**src/rtl/biquad_pkg.sv**
```systemverilog
// -----------------------------------------------------------------------------
// biquad_pkg
// Shared definitions for the biquad coefficient sequencer slice.
//   - COEFS_PER_SECTION and the per-section coefficient index map
//     (k, a1, a2, b0, b1, b2 at indices 0..5).
//   - FSM state type for the frame scheduler (ST_IDLE, ST_BUSY).
//   - coef_addr_valid(): address legality check shared by the write path
//     and the optional readback path.
// Optional feature macro used by the slice: BIQUAD_COEF_READBACK_EN.
// -----------------------------------------------------------------------------
package biquad_pkg;

    localparam int COEFS_PER_SECTION = 6;

    localparam int COEF_K  = 0;
    localparam int COEF_A1 = 1;
    localparam int COEF_A2 = 2;
    localparam int COEF_B0 = 3;
    localparam int COEF_B1 = 4;
    localparam int COEF_B2 = 5;

    typedef enum logic {
        ST_IDLE = 1'b0,
        ST_BUSY = 1'b1
    } state_t;

    // An address names a real coefficient only if the section exists and
    // the index is one of the six coefficient slots (idx 6/7 are holes).
    function automatic logic coef_addr_valid(input int section,
                                             input int idx,
                                             input int num_sections);
        return (section < num_sections) && (idx < COEFS_PER_SECTION);
    endfunction

endpackage

```
**src/rtl/biquad_coef_regfile.sv**
```systemverilog
// -----------------------------------------------------------------------------
// biquad_coef_regfile
// Shadow + active coefficient storage for NUM_SECTIONS biquad sections.
// The host writes only the shadow bank; a single copy strobe moves the whole
// shadow bank into the active bank on one edge, so the cascade never sees a
// half-updated set.
//
// Ports
//   clk, rst_n   clock, asynchronous active-low reset (both banks clear to 0)
//   wr_en        qualified shadow write (caller has already checked address
//                legality and write permission)
//   wr_addr      {section, idx[2:0]}
//   wr_data      coefficient value
//   copy         1 = active bank <= shadow bank on this edge
//   coef_out     active bank, section s idx i at [(s*6+i)*COEF_BDEPTH +: COEF_BDEPTH]
//   rd_addr, rd_sel, rd_data
//                only with BIQUAD_COEF_READBACK_EN: registered readback,
//                rd_sel 0 = active, 1 = shadow, illegal address reads 0
// -----------------------------------------------------------------------------
module biquad_coef_regfile
    import biquad_pkg::*;
#(
    parameter int NUM_SECTIONS = 4,
    parameter int COEF_BDEPTH  = 12,
    parameter int AW           = $clog2(NUM_SECTIONS) + 3
) (
    input  logic                   clk,
    input  logic                   rst_n,
    input  logic                   wr_en,
    input  logic [AW-1:0]          wr_addr,
    input  logic [COEF_BDEPTH-1:0] wr_data,
    input  logic                   copy,
`ifdef BIQUAD_COEF_READBACK_EN
    input  logic [AW-1:0]          rd_addr,
    input  logic                   rd_sel,
    output logic [COEF_BDEPTH-1:0] rd_data,
`endif
    output logic [NUM_SECTIONS*COEFS_PER_SECTION*COEF_BDEPTH-1:0] coef_out
);

    localparam int NWORDS = NUM_SECTIONS * COEFS_PER_SECTION;
    localparam int IW     = (NWORDS > 1) ? $clog2(NWORDS) : 1;

    logic [COEF_BDEPTH-1:0] shadow [NWORDS];
    logic [COEF_BDEPTH-1:0] active [NWORDS];

    // Flat word number of {section, idx}: section*6 + idx.
    function automatic logic [IW-1:0] word_index(input logic [AW-1:0] addr);
        return IW'(int'(addr[AW-1:3]) * COEFS_PER_SECTION + int'(addr[2:0]));
    endfunction

    // Shadow bank: one host word per accepted write.
    always_ff @(posedge clk or negedge rst_n) begin
        if (!rst_n) begin
            for (int i = 0; i < NWORDS; i++) begin
                shadow[i] <= '0;
            end
        end else if (wr_en) begin
            shadow[word_index(wr_addr)] <= wr_data;
        end
    end

    // Active bank: whole-bank copy so every section switches on the same edge.
    always_ff @(posedge clk or negedge rst_n) begin
        if (!rst_n) begin
            for (int i = 0; i < NWORDS; i++) begin
                active[i] <= '0;
            end
        end else if (copy) begin
            for (int i = 0; i < NWORDS; i++) begin
                active[i] <= shadow[i];
            end
        end
    end

    // Flatten the active bank onto the cascade bus.
    always_comb begin
        coef_out = '0;
        for (int i = 0; i < NWORDS; i++) begin
            coef_out[i*COEF_BDEPTH +: COEF_BDEPTH] = active[i];
        end
    end

`ifdef BIQUAD_COEF_READBACK_EN
    logic rd_ok;

    assign rd_ok = coef_addr_valid(int'(rd_addr[AW-1:3]), int'(rd_addr[2:0]),
                                   NUM_SECTIONS);

    // Registered readback; holes in the address map read as zero.
    always_ff @(posedge clk or negedge rst_n) begin
        if (!rst_n) begin
            rd_data <= '0;
        end else if (!rd_ok) begin
            rd_data <= '0;
        end else if (rd_sel) begin
            rd_data <= shadow[word_index(rd_addr)];
        end else begin
            rd_data <= active[word_index(rd_addr)];
        end
    end
`endif

endmodule

```
**src/rtl/biquad_coef_sequencer.sv**
```systemverilog
// -----------------------------------------------------------------------------
// biquad_coef_sequencer
// Coefficient configurator and frame scheduler for a cascade of NUM_SECTIONS
// biquad sections. Host writes land in a shadow bank; a commit copies the
// shadow bank to the active bank atomically, and only while no frame is in
// flight (ST_IDLE). Frames are tracked from the first section's valid_in
// (frame_valid rising edge) to the last section's valid_out (chain_done),
// with a timeout guarding against a lost chain_done.
//
// Ports
//   clk, rst_n    clock, asynchronous active-low reset
//   wr_en/wr_addr/wr_data
//                 shadow write, accepted when wr_en & wr_ready;
//                 wr_addr = {section, idx[2:0]}, idx 0..5 = k,a1,a2,b0,b1,b2
//   wr_ready      0 while a commit is pending
//   wr_err        sticky: accepted write to idx 6/7 or missing section
//   commit_req    pulse: request shadow->active copy
//   commit_done   pulse on the cycle the active bank shows the new values
//   err_clr       clears wr_err and timeout_err (a same-cycle error wins)
//   frame_valid   level, rising edge = frame start
//   chain_done    pulse, frame finished
//   busy          1 in ST_BUSY
//   timeout_err   sticky: ST_BUSY lasted TIMEOUT_CYCLES without chain_done
//   coef_out      active bank, flattened
//   rd_addr, rd_sel, rd_data
//                 only with BIQUAD_COEF_READBACK_EN (see biquad_coef_regfile)
// -----------------------------------------------------------------------------
module biquad_coef_sequencer
    import biquad_pkg::*;
#(
    parameter int NUM_SECTIONS   = 4,
    parameter int COEF_BDEPTH    = 12,
    parameter int TIMEOUT_CYCLES = 255,
    localparam int AW            = $clog2(NUM_SECTIONS) + 3
) (
    input  logic                   clk,
    input  logic                   rst_n,
    input  logic                   wr_en,
    input  logic [AW-1:0]          wr_addr,
    input  logic [COEF_BDEPTH-1:0] wr_data,
    output logic                   wr_ready,
    output logic                   wr_err,
    input  logic                   commit_req,
    output logic                   commit_done,
    input  logic                   err_clr,
    input  logic                   frame_valid,
    input  logic                   chain_done,
    output logic                   busy,
    output logic                   timeout_err,
`ifdef BIQUAD_COEF_READBACK_EN
    input  logic [AW-1:0]          rd_addr,
    input  logic                   rd_sel,
    output logic [COEF_BDEPTH-1:0] rd_data,
`endif
    output logic [NUM_SECTIONS*COEFS_PER_SECTION*COEF_BDEPTH-1:0] coef_out
);

    localparam int CW = $clog2(TIMEOUT_CYCLES + 1);

    state_t        state;
    logic          pending;
    logic          frame_valid_d;
    logic [CW-1:0] timeout_cnt;

    logic          wr_accept;
    logic          wr_addr_ok;
    logic          shadow_we;
    logic          wr_bad;
    logic          frame_rise;
    logic          do_commit;
    logic [CW-1:0] cnt_inc;
    logic          timeout_hit;
    logic          timeout_set;

    // Write qualification: a write offered while a commit is pending is
    // dropped silently; an accepted write to a hole only raises wr_err.
    always_comb begin
        wr_accept  = wr_en & wr_ready;
        wr_addr_ok = coef_addr_valid(int'(wr_addr[AW-1:3]), int'(wr_addr[2:0]),
                                     NUM_SECTIONS);
        shadow_we  = wr_accept & wr_addr_ok;
        wr_bad     = wr_accept & ~wr_addr_ok;
    end

    // Frame boundaries and commit window. A commit may share its edge with a
    // frame start: sections sample coefficients at least one cycle after
    // valid_in rises, so that frame already sees the new bank.
    always_comb begin
        frame_rise  = frame_valid & ~frame_valid_d;
        do_commit   = (state == ST_IDLE) & pending;
        cnt_inc     = (timeout_cnt == {CW{1'b1}}) ? timeout_cnt : timeout_cnt + CW'(1);
        timeout_hit = (cnt_inc == CW'(TIMEOUT_CYCLES));
        timeout_set = (state == ST_BUSY) & ~chain_done & timeout_hit;
    end

    // Frame scheduler, commit handshake and sticky error flags. chain_done
    // outside a frame is ignored; a pending commit waits for ST_IDLE.
    always_ff @(posedge clk or negedge rst_n) begin
        if (!rst_n) begin
            state         <= ST_IDLE;
            busy          <= 1'b0;
            timeout_cnt   <= '0;
            frame_valid_d <= 1'b0;
            pending       <= 1'b0;
            wr_ready      <= 1'b1;
            commit_done   <= 1'b0;
            wr_err        <= 1'b0;
            timeout_err   <= 1'b0;
        end else begin
            frame_valid_d <= frame_valid;
            commit_done   <= do_commit;

            case (state)
                ST_IDLE: begin
                    if (frame_rise) begin
                        state       <= ST_BUSY;
                        busy        <= 1'b1;
                        timeout_cnt <= '0;
                    end
                end
                ST_BUSY: begin
                    if (chain_done || timeout_hit) begin
                        state <= ST_IDLE;
                        busy  <= 1'b0;
                    end else begin
                        timeout_cnt <= cnt_inc;
                    end
                end
                default: begin
                    state <= ST_IDLE;
                    busy  <= 1'b0;
                end
            endcase

            if (do_commit) begin
                pending  <= 1'b0;
                wr_ready <= 1'b1;
            end else if (commit_req) begin
                pending  <= 1'b1;
                wr_ready <= 1'b0;
            end

            if (wr_bad) begin
                wr_err <= 1'b1;
            end else if (err_clr) begin
                wr_err <= 1'b0;
            end

            if (timeout_set) begin
                timeout_err <= 1'b1;
            end else if (err_clr) begin
                timeout_err <= 1'b0;
            end
        end
    end

    biquad_coef_regfile #(
        .NUM_SECTIONS (NUM_SECTIONS),
        .COEF_BDEPTH  (COEF_BDEPTH),
        .AW           (AW)
    ) u_regfile (
        .clk      (clk),
        .rst_n    (rst_n),
        .wr_en    (shadow_we),
        .wr_addr  (wr_addr),
        .wr_data  (wr_data),
        .copy     (do_commit),
`ifdef BIQUAD_COEF_READBACK_EN
        .rd_addr  (rd_addr),
        .rd_sel   (rd_sel),
        .rd_data  (rd_data),
`endif
        .coef_out (coef_out)
    );

endmodule
```
**config.mk**
```make
export PLATFORM = sky130hd
export DESIGN_NAME = biquad_coef_sequencer
export DESIGN_NICKNAME = d
export VERILOG_FILES = /design/src/rtl/biquad_pkg.sv /design/src/rtl/biquad_coef_regfile.sv /design/src/rtl/biquad_coef_sequencer.sv
export SDC_FILE = /design/constraint.sdc
export NUM_CORES = 1
export LEC_CHECK = 0
export ABC_AREA = 1
export CAP_MARGIN = 0
export CORE_MARGIN = 3
export CORE_UTILIZATION = 23
export DETAILED_ROUTE_END_ITERATION = 7
export HOLD_SLACK_MARGIN = 0.08
export PLACE_DENSITY = 0.47
export SLEW_MARGIN = 20
export SYNTH_ARGS = -nofsm -noshare
export SYNTH_HDL_FRONTEND = slang
export SYNTH_SLANG_ARGS = --single-unit
export TNS_END_PERCENT = 1
```
**constraint.sdc**
```tcl
create_clock -name clk -period 1.9 [get_ports clk]
set_input_delay 0.285 -clock clk [delete_from_list [all_inputs] [get_ports clk]]
set_output_delay 0.285 -clock clk [all_outputs]
set_load 0.02 [all_outputs]
```
==> results.py <==
metrics = {
    "floorplan": {
        "start_util_pct": 23.32,
        "fp-row-count": 115,
        "dieWidth_um": 322.8,
        "die_area_sq_um": 104200,
        "core_area_sq_um": 98990,
        "die_y_um": 322.8,
        "io_pins": 317,
    },
    "outcome": {
        "status": "finished clean",
    },
    "sta": {
        "drv_slew": 0,
        "finalCriticalPeriod_ns": 1.861,
        "rsz0062_at_grt": "yes",
        "fmax_mhz": 537.3,
        "setup_viol": 0,
        "worstMarginPinSlew_ns": 0.4821,
        "max_slew_margin_pct": 67.86,
        "finalCritPeriodShare_pct": 97.96,
        "fin_worst_skew_ns": 0.03559,
        "holdWs_ns": 0.1488,
        "hold_viol": 0,
    },
    "place": {
        "io_buffers": 316,
        "hpwl_mm": 45.13,
        "gp_congestion": 0.7113,
        "dpl.cell_count": 3913,
    },
    "drt": {
        "vias_per_cell": 4.024,
        "wl_per_cell_um": 17.36,
        "drt_iter0_drc": 1323,
        "drc_errors": 0,
        "firstDrtPassIters": 5,
        "ant_nets": 0,
        "totalWireLength_mm": 70.54,
        "vias": 16350,
    },
    "clock_network": {
        "cts_buffers": 71,
        "clkTransAtPathRegs_ns": 0.06,
        "clock_sinks": 592,
        "htreeDepth": 3,
        "clk_latency_ns": 0.64,
        "cts-root-buf": "clkbuf_16",
        "tritoncts": "done",
        "cts_max_path_buffers": 3,
    },
    "pwr": {
        "p_leak_nw": 14.56,
        "powerDensity_nw_per_um2": 1694,
        "ir_worst_vdd_v": 0.0007501,
    },
    "synthesis": {
        "synth_seq_area_share_pct": 64.16,
        "synthesis.nets": 2360,
        "yosys.area.top_type": "dfrtp_1",
        "synthAdderAreaFrac_pct": 0.3576,
        "netlist_top_cells_area": "dfrtp_1 (64%), nand2_1 (10%), o21ai_0 (8.9%)",
        "muxShareOfSynthArea_pct": 0,
        "syn_avg_cell_area_sq_um": 9.910,
        "synth-seq-cells": 592,
        "synth_compound_area_share_pct": 13.98,
        "synth_xor_area_share_pct": 0.2168,
        "synth_cell_types": 31,
        "synth_top_area_share_pct": 64.05,
        "ys_warn_count": 0,
        "syn_area_sq_um": 23090,
        "synth_top_family_by_area": "compound AO/OA/AOI/OAI gates",
        "synth_simple_gate_area_share_pct": 12.83,
        "synth_cells": 2330,
    },
    "finish": {
        "syn_to_final_growth_pct": 34.19,
        "most-common-layout-cells": "nand2_1 (616), dfrtp_1 (591), o21ai_0 (404)",
        "drive_gt1_share_pct": 14.50,
        "layout_commonest_cell": "nand2_1",
        "stdcell_count": 4063,
        "nNetsFinal": 2746,
    },
    "flow_run": {
        "max-cap-violations": 0,
    },
    "global_route": {
        "grt_pass1_wl_mm": 106.0,
        "grt_max_degree": 83,
        "grt_use_total_pct": 13.51,
        "grt-ovfl-total": 0,
        "antenna_found_initial": 6,
        "grt_pass1_vias": 16180,
    },
    "critical_path": {
        "rrSetupSlack_ns": 0.05,
        "crit_slowest_cell": "ha_4",
        "critPathKind": "primary input to register",
        "crit_path_max_incr_delay_ns": 0.29,
        "path_buf_inv": 5,
        "end_kind": "register",
        "path_cells": "buf_2 -> ha_4 -> inv_2 -> ha_1 -> nand2_1 -> inv_1 -> o21ai_4 -> xnor2_4 -> nor2_4 -> nand2_4 -> nor2_4 -> buf_12 -> clkbuf_16 -> nand2_1 -> o21ai_0",
        "crit_arrival_ns": 2.39,
        "crit_family": "simple AND/OR/NAND/NOR gates",
        "critical_path.startpoint_type": "primary input",
        "required_ns": 2.43,
        "path_max_fanout": 6,
    },
    "hold_path": {
        "worstHoldPathType": "primary input to register",
    },
}
[final cells by class]
type | count | area, sq um
clock buffer | 102 | 2024
clock inverter | 28 | 362.8
multi-input combinational | 1293 | 6464
antenna | 3 | 7.507
inverter | 311 | 1182
timing repair buffer | 447 | 4517
sequential | 592 | 14820
tap | 1287 | 1610
fill | 10300 | 68010
[power by group]
group | leakage (nW) | total [mW] | internal, mW | switching (mW)
clock | 1.17 | 13.8 | 8.31 | 5.53
combinational | 6.90 | 17.3 | 6.38 | 11.0
sequential | 6.49 | 21.3 | 18.4 | 2.95
total | 14.6 | 52.5 | 33.0 | 19.4
[synthesized netlist by cell type (all sizes together)]
cell type,count
inv,311
nand4,2
dfstp,1
o21ai,580
a21oi,2
nand3,28
ha,5
dfrtp,591
xor2,1
fa,1
nand3b,1
nand2,631
nor2,37
buf,66
clkbuf,70
xnor2,3
[worst paths after layout]
check                                              from                 endpoint  cells past startpoint
worst max-delay path                         wr_addr[4]    u_regfile.shadow[277]                     15
worst min-delay path                         wr_data[2]    u_regfile.shadow[278]                      4
worst max register to register                 wr_ready    u_regfile.shadow[277]                      9
worst min register to register  u_regfile.coef_out[154]  u_regfile.coef_out[154]                      2
max in group asynchronous                         rst_n   u_regfile.coef_out[17]                      3
min in group asynchronous                         rst_n  u_regfile.coef_out[118]                      2
[sequential cells by signal, summed over array words and instances, names as in the netlist]
name                cells
wr_err                  1
timeout_cnt             8
u_regfile.shadow      288
pending                 1
wr_ready                1
state                   1
commit_done             1
frame_valid_d           1
u_regfile.coef_out    288
timeout_err             1
busy                    1
[worst register-to-register path, delay by kind of cell (launching register included)]
kind / cells / cell delay [ns]
AO/OA/AOI/OAI: 2 / 0.31
AND/OR/NAND/NOR: 4 / 0.40
buffers and inverters: 3 / 0.47
flip-flops: 1 / 0.55
[layer usage]
metal	up-vias	part of all wire (%)	global-route usage, %
li1	8106	-	-
met1	7833	46	18.85
met2	340	47	21.39
met3	68	5.2	2.903
met4	4	1.5	3.322
met5	-	0.031	0
[logic make-up (layout without fill, tap and decap cells)]
kind of cell | after synthesis | after routing
AO/OA/AOI/OAI | 582 | 582
other | 0 | 3
XOR/XNOR | 4 | 4
AND/OR/NAND/NOR | 699 | 701
flip-flops | 592 | 592
adder cells (fa/ha/maj) | 6 | 6
buffers and inverters | 447 | 888
[per-stage QoR]
stage / setup TNS [ns] / cell area [sq um] / power [mW] / utilization (%) / setup slack (ns)
6_report: 0 / 30980 / 52.49 / 31.30 / 0.03874
5_1_grt: -0.5169 / 30980 / 56.20 / 31.29 / -0.02813
4_1_cts: -2.184 / 30760 / 53.50 / 31.07 / -0.1800
3_5_place_dp: -289.01 / 28640 / 41.54 / 28.93 / -1.061
3_3_place_gp: -291.61 / 28640 / 41.37 / 28.93 / -1.061
2_1_floorplan: -41.66 / 23120 / 30.90 / - / -0.2144
[what timing repair did]
item,CTS,global route
setup buffers,2,6
setup endpoints to repair,590,296
resized for setup,301,36
gates cloned,2,5
hold buffers,3,0
endpoints found under the hold margin,594,0
pin swaps,8,17
(Power assumes the default switching activity.)
